File: config.mk
export PLATFORM = sky130hd
export DESIGN_NAME = poly_challenge_stream
export DESIGN_NICKNAME = d
export VERILOG_FILES = /design/src/rtl/poly_challenge_stream.sv
export SDC_FILE = /design/constraint.sdc
export NUM_CORES = 2
export LEC_CHECK = 0
export BUFFER_PORTS_ARGS = -buffer_cell sky130_fd_sc_hd__buf_2
export CAP_MARGIN = 20
export CORE_MARGIN = 3
export CORE_UTILIZATION = 51
export CTS_BUF_LIST = sky130_fd_sc_hd__clkbuf_8
export DETAILED_ROUTE_END_ITERATION = 6
export PLACE_DENSITY = 0.63
export SYNTH_ARGS = -nofsm -noshare
export SYNTH_HDL_FRONTEND = slang
export SYNTH_SLANG_ARGS = --single-unit
export TNS_END_PERCENT = 100
File: constraint.sdc
create_clock -name clock -period 5.65 [get_ports clock]
set_input_delay 0.8475 -clock clock [delete_from_list [all_inputs] [get_ports clock]]
set_output_delay 0.8475 -clock clock [all_outputs]
set_load 0.05 [all_outputs]
File: src/rtl/poly_challenge_stream.sv
// ---------------------------------------------------------------------------
// poly_challenge_stream
//
// Purpose:
//   SampleInBall for ML-DSA-44/65/87. Builds the challenge polynomial c
//   (exactly tau coefficients equal to +/-1, all others 0) from a SHAKE256
//   byte stream pulled over a ready/valid link from a shared squeezer. The
//   finished polynomial is streamed out one coefficient per handshake.
//
// Parameters:
//   N        number of coefficients (power of 2, 2..256)
//   TAU_MAX  largest tau accepted (<= 64, sign word is 64 bits)
//   COEFF_W  output coefficient width, two's complement
//
// Ports:
//   clock      in   rising-edge clock
//   reset_n    in   synchronous active-low reset
//   start      in   one-cycle request, sampled only in IDLE
//   tau        in   nonzero count, latched when start is accepted
//   in_byte    in   XOF byte
//   in_valid   in   in_byte is valid
//   in_ready   out  block accepts in_byte this cycle (SIGNS / SAMPLE)
//   out_coeff  out  c[out_idx], sign-extended to COEFF_W
//   out_idx    out  coefficient index
//   out_valid  out  out_coeff / out_idx are valid (OUT)
//   out_ready  in   downstream accepts this cycle
//   busy       out  high in every state except IDLE
//   done       out  one-cycle pulse after the last coefficient is accepted
//   err        out  one-cycle pulse when start carried an illegal tau
//   dbg_state  out  current FSM state (debug observation only)
//
// Handshake semantics (both links): a transfer happens on a rising edge
// where valid and ready are both high. The producer holds its data stable
// while valid is high and ready is low; ready never depends on valid.
// ---------------------------------------------------------------------------
module poly_challenge_stream #(
    parameter int N       = 256,
    parameter int TAU_MAX = 60,
    parameter int COEFF_W = 32
) (
    input  logic                 clock,
    input  logic                 reset_n,
    input  logic                 start,
    input  logic [6:0]           tau,
    input  logic [7:0]           in_byte,
    input  logic                 in_valid,
    output logic                 in_ready,
    output logic [COEFF_W-1:0]   out_coeff,
    output logic [$clog2(N)-1:0] out_idx,
    output logic                 out_valid,
    input  logic                 out_ready,
    output logic                 busy,
    output logic                 done,
    output logic                 err,
    output logic [2:0]           dbg_state
);

    // AW indexes the store; IW lets i reach N; CW is wide enough to hold
    // both a zero-extended byte and i for the rejection compare.
    localparam int AW = $clog2(N);
    localparam int IW = AW + 1;
    localparam int CW = (IW > 8) ? IW : 8;

    localparam logic [IW-1:0] N_I      = IW'(N);
    localparam logic [IW-1:0] N_LAST_I = IW'(N - 1);
    localparam logic [AW-1:0] N_LAST_A = AW'(N - 1);

    localparam logic [2:0] ST_IDLE   = 3'd0;
    localparam logic [2:0] ST_SIGNS  = 3'd1;
    localparam logic [2:0] ST_SAMPLE = 3'd2;
    localparam logic [2:0] ST_OUT    = 3'd3;
    localparam logic [2:0] ST_FIN    = 3'd4;

    // 2-bit coefficient codes: the code is the coefficient itself in
    // two's complement, so decoding is a plain sign extension.
    localparam logic [1:0] C_ZERO = 2'b00;
    localparam logic [1:0] C_POS  = 2'b01;
    localparam logic [1:0] C_NEG  = 2'b11;

    // ------------------------------------------------------------------
    // State
    // ------------------------------------------------------------------
    logic [2:0]    state_q,    state_d;
    logic [63:0]   signs_q,    signs_d;
    logic [IW-1:0] i_q,        i_d;
    logic [AW-1:0] pos_q,      pos_d;
    logic [2:0]    byte_cnt_q, byte_cnt_d;
    logic          err_q,      err_d;
    logic [1:0]    store_q [N];

    // ------------------------------------------------------------------
    // Datapath helpers
    // ------------------------------------------------------------------
    logic          tau_legal;
    logic [31:0]   tau_ext;
    logic          in_fire;
    logic          out_fire;
    logic [CW-1:0] b_ext;
    logic [CW-1:0] i_ext;
    logic          b_accept;
    logic [AW-1:0] b_idx;
    logic [AW-1:0] i_idx;
    logic [1:0]    sign_code;
    logic          store_clr;
    logic          smp_we;
    logic [1:0]    out_code;

    assign tau_ext   = {25'd0, tau};
    assign tau_legal = (tau_ext != 32'd0) &&
                       (tau_ext <= 32'(TAU_MAX)) &&
                       (tau_ext <= 32'(N));

    assign in_ready  = (state_q == ST_SIGNS) || (state_q == ST_SAMPLE);
    assign out_valid = (state_q == ST_OUT);
    assign busy      = (state_q != ST_IDLE);
    assign done      = (state_q == ST_FIN);
    assign err       = err_q;
    assign dbg_state = state_q;

    assign in_fire  = in_valid && in_ready;
    assign out_fire = out_valid && out_ready;

    // Rejection sampling: byte b is usable only if b <= i. Both sides are
    // zero-extended to a common width so bytes above N never alias.
    assign b_ext    = CW'(in_byte);
    assign i_ext    = CW'(i_q);
    assign b_accept = (b_ext <= i_ext);

    // Only meaningful when b_accept holds, in which case b < N fits AW bits.
    assign b_idx     = in_byte[AW-1:0];
    assign i_idx     = i_q[AW-1:0];
    assign sign_code = signs_q[0] ? C_NEG : C_POS;

    assign out_code  = store_q[pos_q];
    assign out_coeff = {{(COEFF_W-2){out_code[1]}}, out_code};
    assign out_idx   = pos_q;

    // ------------------------------------------------------------------
    // Next-state logic
    // ------------------------------------------------------------------
    always_comb begin
        state_d    = state_q;
        signs_d    = signs_q;
        i_d        = i_q;
        pos_d      = pos_q;
        byte_cnt_d = byte_cnt_q;
        err_d      = 1'b0;
        store_clr  = 1'b0;
        smp_we     = 1'b0;

        case (state_q)
            ST_IDLE: begin
                if (start) begin
                    if (tau_legal) begin
                        // tau <= N < 2^IW, so the cast keeps every bit.
                        i_d        = N_I - IW'(tau);
                        pos_d      = '0;
                        byte_cnt_d = 3'd0;
                        signs_d    = 64'd0;
                        store_clr  = 1'b1;
                        state_d    = ST_SIGNS;
                    end else begin
                        err_d = 1'b1;
                    end
                end
            end

            ST_SIGNS: begin
                if (in_fire) begin
                    // Little endian: byte k lands in signs[8k+7:8k].
                    signs_d[{byte_cnt_q, 3'b000} +: 8] = in_byte;
                    byte_cnt_d = byte_cnt_q + 3'd1;
                    if (byte_cnt_q == 3'd7) begin
                        state_d = ST_SAMPLE;
                    end
                end
            end

            ST_SAMPLE: begin
                if (in_fire && b_accept) begin
                    smp_we  = 1'b1;
                    signs_d = signs_q >> 1;
                    i_d     = i_q + IW'(1);
                    if (i_q == N_LAST_I) begin
                        state_d = ST_OUT;
                    end
                end
            end

            ST_OUT: begin
                if (out_fire) begin
                    pos_d = pos_q + AW'(1);
                    if (pos_q == N_LAST_A) begin
                        state_d = ST_FIN;
                    end
                end
            end

            ST_FIN: begin
                state_d = ST_IDLE;
            end

            default: begin
                state_d = ST_IDLE;
            end
        endcase
    end

    // ------------------------------------------------------------------
    // Control registers
    // ------------------------------------------------------------------
    always_ff @(posedge clock) begin
        if (!reset_n) begin
            state_q    <= ST_IDLE;
            signs_q    <= 64'd0;
            i_q        <= '0;
            pos_q      <= '0;
            byte_cnt_q <= 3'd0;
            err_q      <= 1'b0;
        end else begin
            state_q    <= state_d;
            signs_q    <= signs_d;
            i_q        <= i_d;
            pos_q      <= pos_d;
            byte_cnt_q <= byte_cnt_d;
            err_q      <= err_d;
        end
    end

    // ------------------------------------------------------------------
    // Coefficient store
    // The swap reads the old store[b] into store[i], then writes the sign
    // into store[b]. The sign write is issued last so that when b == i it
    // takes precedence and c[i] ends up +/-1 rather than the stale value.
    // ------------------------------------------------------------------
    always_ff @(posedge clock) begin
        if (!reset_n || store_clr) begin
            for (int j = 0; j < N; j++) begin
                store_q[j] <= C_ZERO;
            end
        end else if (smp_we) begin
            store_q[i_idx] <= store_q[b_idx];
            store_q[b_idx] <= sign_code;
        end
    end

endmodule

==> impl_metrics.yaml <==
routing:
  via_per_inst: 7.836
  post_drt_wl_per_cell_um: 34.20
  first_pass_iters: 7
  drt_iter0_drc: 7566
  ant_nets: 0
  drc: 30
  routed_wirelength_um: 183000
  vias: 41920
timing:
  period_needed_ns: 5.461
  final-setup-viol-count: 0
  fmax_mhz: 183.1
  slew_headroom: 0.1722
  slew_viol_final: 0
  worst_slew_pin_slew_ns: 1.239
  skew_ns: 0.04917
  setup_tns_ns: 0
  timing.final.crit_share: 0.9665
  rsz0062_at_grt: "false"
  timing_hold_violations_final: 0
cells_and_area:
  stdcell_count: 5350
  syn2layout_area_growth_pct: 9.555
  multi_input_area_um2: 23920
  layout.nets: 4244
  drive_above_1_share: 0.1950
  fillers: 6919
  regArea_um2: 14750
cts:
  cts_tree: "done"
  root_buffer: "clkbuf_8"
  post_cts_buffers: 0
  clk_path_buf_depth: 3
  numCtsBuffers: 111
  clkSinkCount: 608
  cts_hold_repair.buffers: 0
  htree_levels: 3
  clk_pin_slew_ns: 0.06
  cts_resized: 0
  clk_latency_ns: 0.82
global_route:
  grt_usage: 0.4298
  grt_pass1_vias: 38240
  grt_pass1_wl_um: 264300
  grt-ovfl-total: 0
  grt_max_degree: 105
  antenna_found_initial: 10
setup_path:
  worstPathArrival_ns: 4.61
  path_max_fanout: 20
  critPathKind: "reg2out"
  r2r_slack_ns: 1.52
  crit_family: "multiplexers"
  cp.required_ns: 4.80
  cp-end-kind: "primary output"
  cp_cell_sequence: "buf_12 -> buf_4 -> mux4_2 -> mux4_2 -> a22oi_1 -> a21oi_1 -> or4_1 -> buf_2"
  path_buf_inv: 3
  cpMostUsedCell: "mux4_2"
  crit_path_max_incr_delay_ns: 0.69
  crit_path_start_kind: "flop"
  cpMaxStageDelayCell: "a22oi_1"
power:
  power_leakage_nw: 14.10
  irDropWorstVdd_v: 0.0001866
  powerDensity_nw_per_um2: 252.5
logic_synthesis:
  syn_nets: 4415
  synth_edf_count: 256
  ys_seq_area_frac: 0.3622
  ys_types: 79
  async_flop_share: 0
  synthesis.instances: 4376
  ys_warn_count: 0
  syn_area_per_cell_um2: 9.297
  ys.flop_type: "dfxtp_1"
  syn-cell-area_um2: 40680
  synth_seq_cells: 608
placed_design:
  routabilityCongestion: 1.057
  place_inst: 5131
  port_buffers: 67
  hpwl_um: 116200
die:
  num_rows: 102
  die_y_um: 288.4
  initial_core_util: 0.5200
  die_area_um2: 83200
  coreArea_um2: 78230
  io_pins: 68
  die_w_um: 288.4
min_path:
  hold_class: "in2reg"
outcome:
  status: "finished, violations left"
  violations: "DRC"
flow_run:
  cap_violations: 0
==> worst paths after layout <==
kind | startpoint | end | cells after the start
max | flop | out_coeff[0] | 8
min | out_ready | flop | 3
max reg2reg | i_ext[4] | store_q[234][1] | 10
min reg2reg | byte_cnt_q[1] | byte_cnt_q[1] | 2
==> cell usage after synthesis (51+ instances only) <==
| cell | n | share of area |
|---|---|---|
| a21oi_1 | 66 | 0.0081 |
| a31oi_1 | 103 | 0.016 |
| a32o_1 | 95 | 0.023 |
| buf_2 | 62 | 0.0076 |
| buf_4 | 58 | 0.011 |
| clkbuf_1 | 374 | 0.035 |
| dfxtp_1 | 352 | 0.17 |
| edfxtp_1 | 256 | 0.19 |
| mux2i_1 | 60 | 0.015 |
| mux4_2 | 264 | 0.15 |
| nand2_1 | 430 | 0.040 |
| nand3_1 | 670 | 0.082 |
| nand4_1 | 51 | 0.0078 |
| nand4b_1 | 89 | 0.019 |
| nor2_1 | 160 | 0.015 |
| nor3_1 | 213 | 0.026 |
| nor4_1 | 75 | 0.012 |
| o211ai_1 | 185 | 0.034 |
| o21ai_0 | 130 | 0.016 |
| o22ai_1 | 147 | 0.023 |
==> per-layer routing <==
| layer | vias to the layer above | global-route usage | wire, µm |
|---|---|---|---|
| met4 | 12 | 0.2847 | 14580 |
| met1 | 20230 | 0.5602 | 64200 |
| li1 | 17020 | - | - |
| met3 | 917 | 0.1740 | 30340 |
| met5 | - | 0 | 70 |
| met2 | 3741 | 0.5840 | 73770 |
==> power by group <==
part / internal (W) / switching (W) / leakage, nW / total [W]
clock network: 0.00234 / 0.00213 / 1.37 / 0.00447
registers: 0.00475 / 0.000152 / 5.56 / 0.00491
logic: 0.000495 / 0.00139 / 7.17 / 0.00188
==> cell type report <==
cell class / instances / share of cell area
Multi-Input combinational cell: 3198 / 0.5366
Antenna cell: 8 / 0.0004491
Tap cell: 1040 / 0.02919
Clock buffer: 141 / 0.04354
Sequential cell: 608 / 0.3309
Timing Repair Buffer: 259 / 0.04842
Inverter: 27 / 0.002386
Clock inverter: 69 / 0.008562
==> cells by family after synthesis <==
| logic type | count (synthesis) | share of synthesized area |
|---|---|---|
| buffers and inverters | 570 | 0.06114 |
| and+or+nand+nor | 1878 | 0.2373 |
| xor gates and xnor gates | 11 | 0.002368 |
| muxes | 350 | 0.1681 |
| AOI/OAI and AO/OA | 940 | 0.1631 |
| DFF | 608 | 0.3622 |
| adders and majority gates | 19 | 0.005843 |
==> cell usage in the layout, fill, tap and decap left out, drive strengths merged, types with 103 or more instances in the layout <==
cell type	Yosys	layout
nor2	160	160
dfxtp	352	352
o211ai	185	185
o22ai	147	147
clkbuf	374	141
a31oi	103	103
nand3	670	670
edfxtp	256	256
mux4	264	264
nor3	215	215
nand2	430	430
o21ai	130	130
buf	169	259
==> sequential cells by signal, indices dropped and copies added, names as in the netlist, named ones only <==
signal,count
store_q,512
dbg_state,3
byte_cnt_q,3
signs_q,64
i_ext,9
out_idx,8
err,1
==> metrics by stage <==
step | util | hold slack [ns] | total power, W | area, µm² | setup WS, ns
final | 0.5697 | 0.3704 | 0.01126 | 44570 | 0.1894
after global routing | 0.5695 | 0.3940 | 0.01151 | 44550 | 0.1593
after CTS | 0.5693 | 0.3722 | 0.01115 | 44540 | 0.09455
after detailed placement | 0.5396 | 0.4854 | 0.006781 | 42220 | 0.7128
after global placement | 0.5396 | 0.4742 | 0.006767 | 42220 | 0.7170
after floorplan | - | 0.4614 | 0.006101 | 40680 | 0.7080
==> worst register-to-register path: stages, from the launching register on <==
cell      delay (ns)
dfxtp_1         0.63
inv_1           0.23
ha_1            0.34
and4_1          0.24
a21oi_1         0.22
o221a_2         0.37
o311ai_0        0.32
nor3_2          0.72
buf_4           0.49
nand2_1         0.14
nand3_1         0.14
No activity file was read; power rests on OpenSTA's default activity.
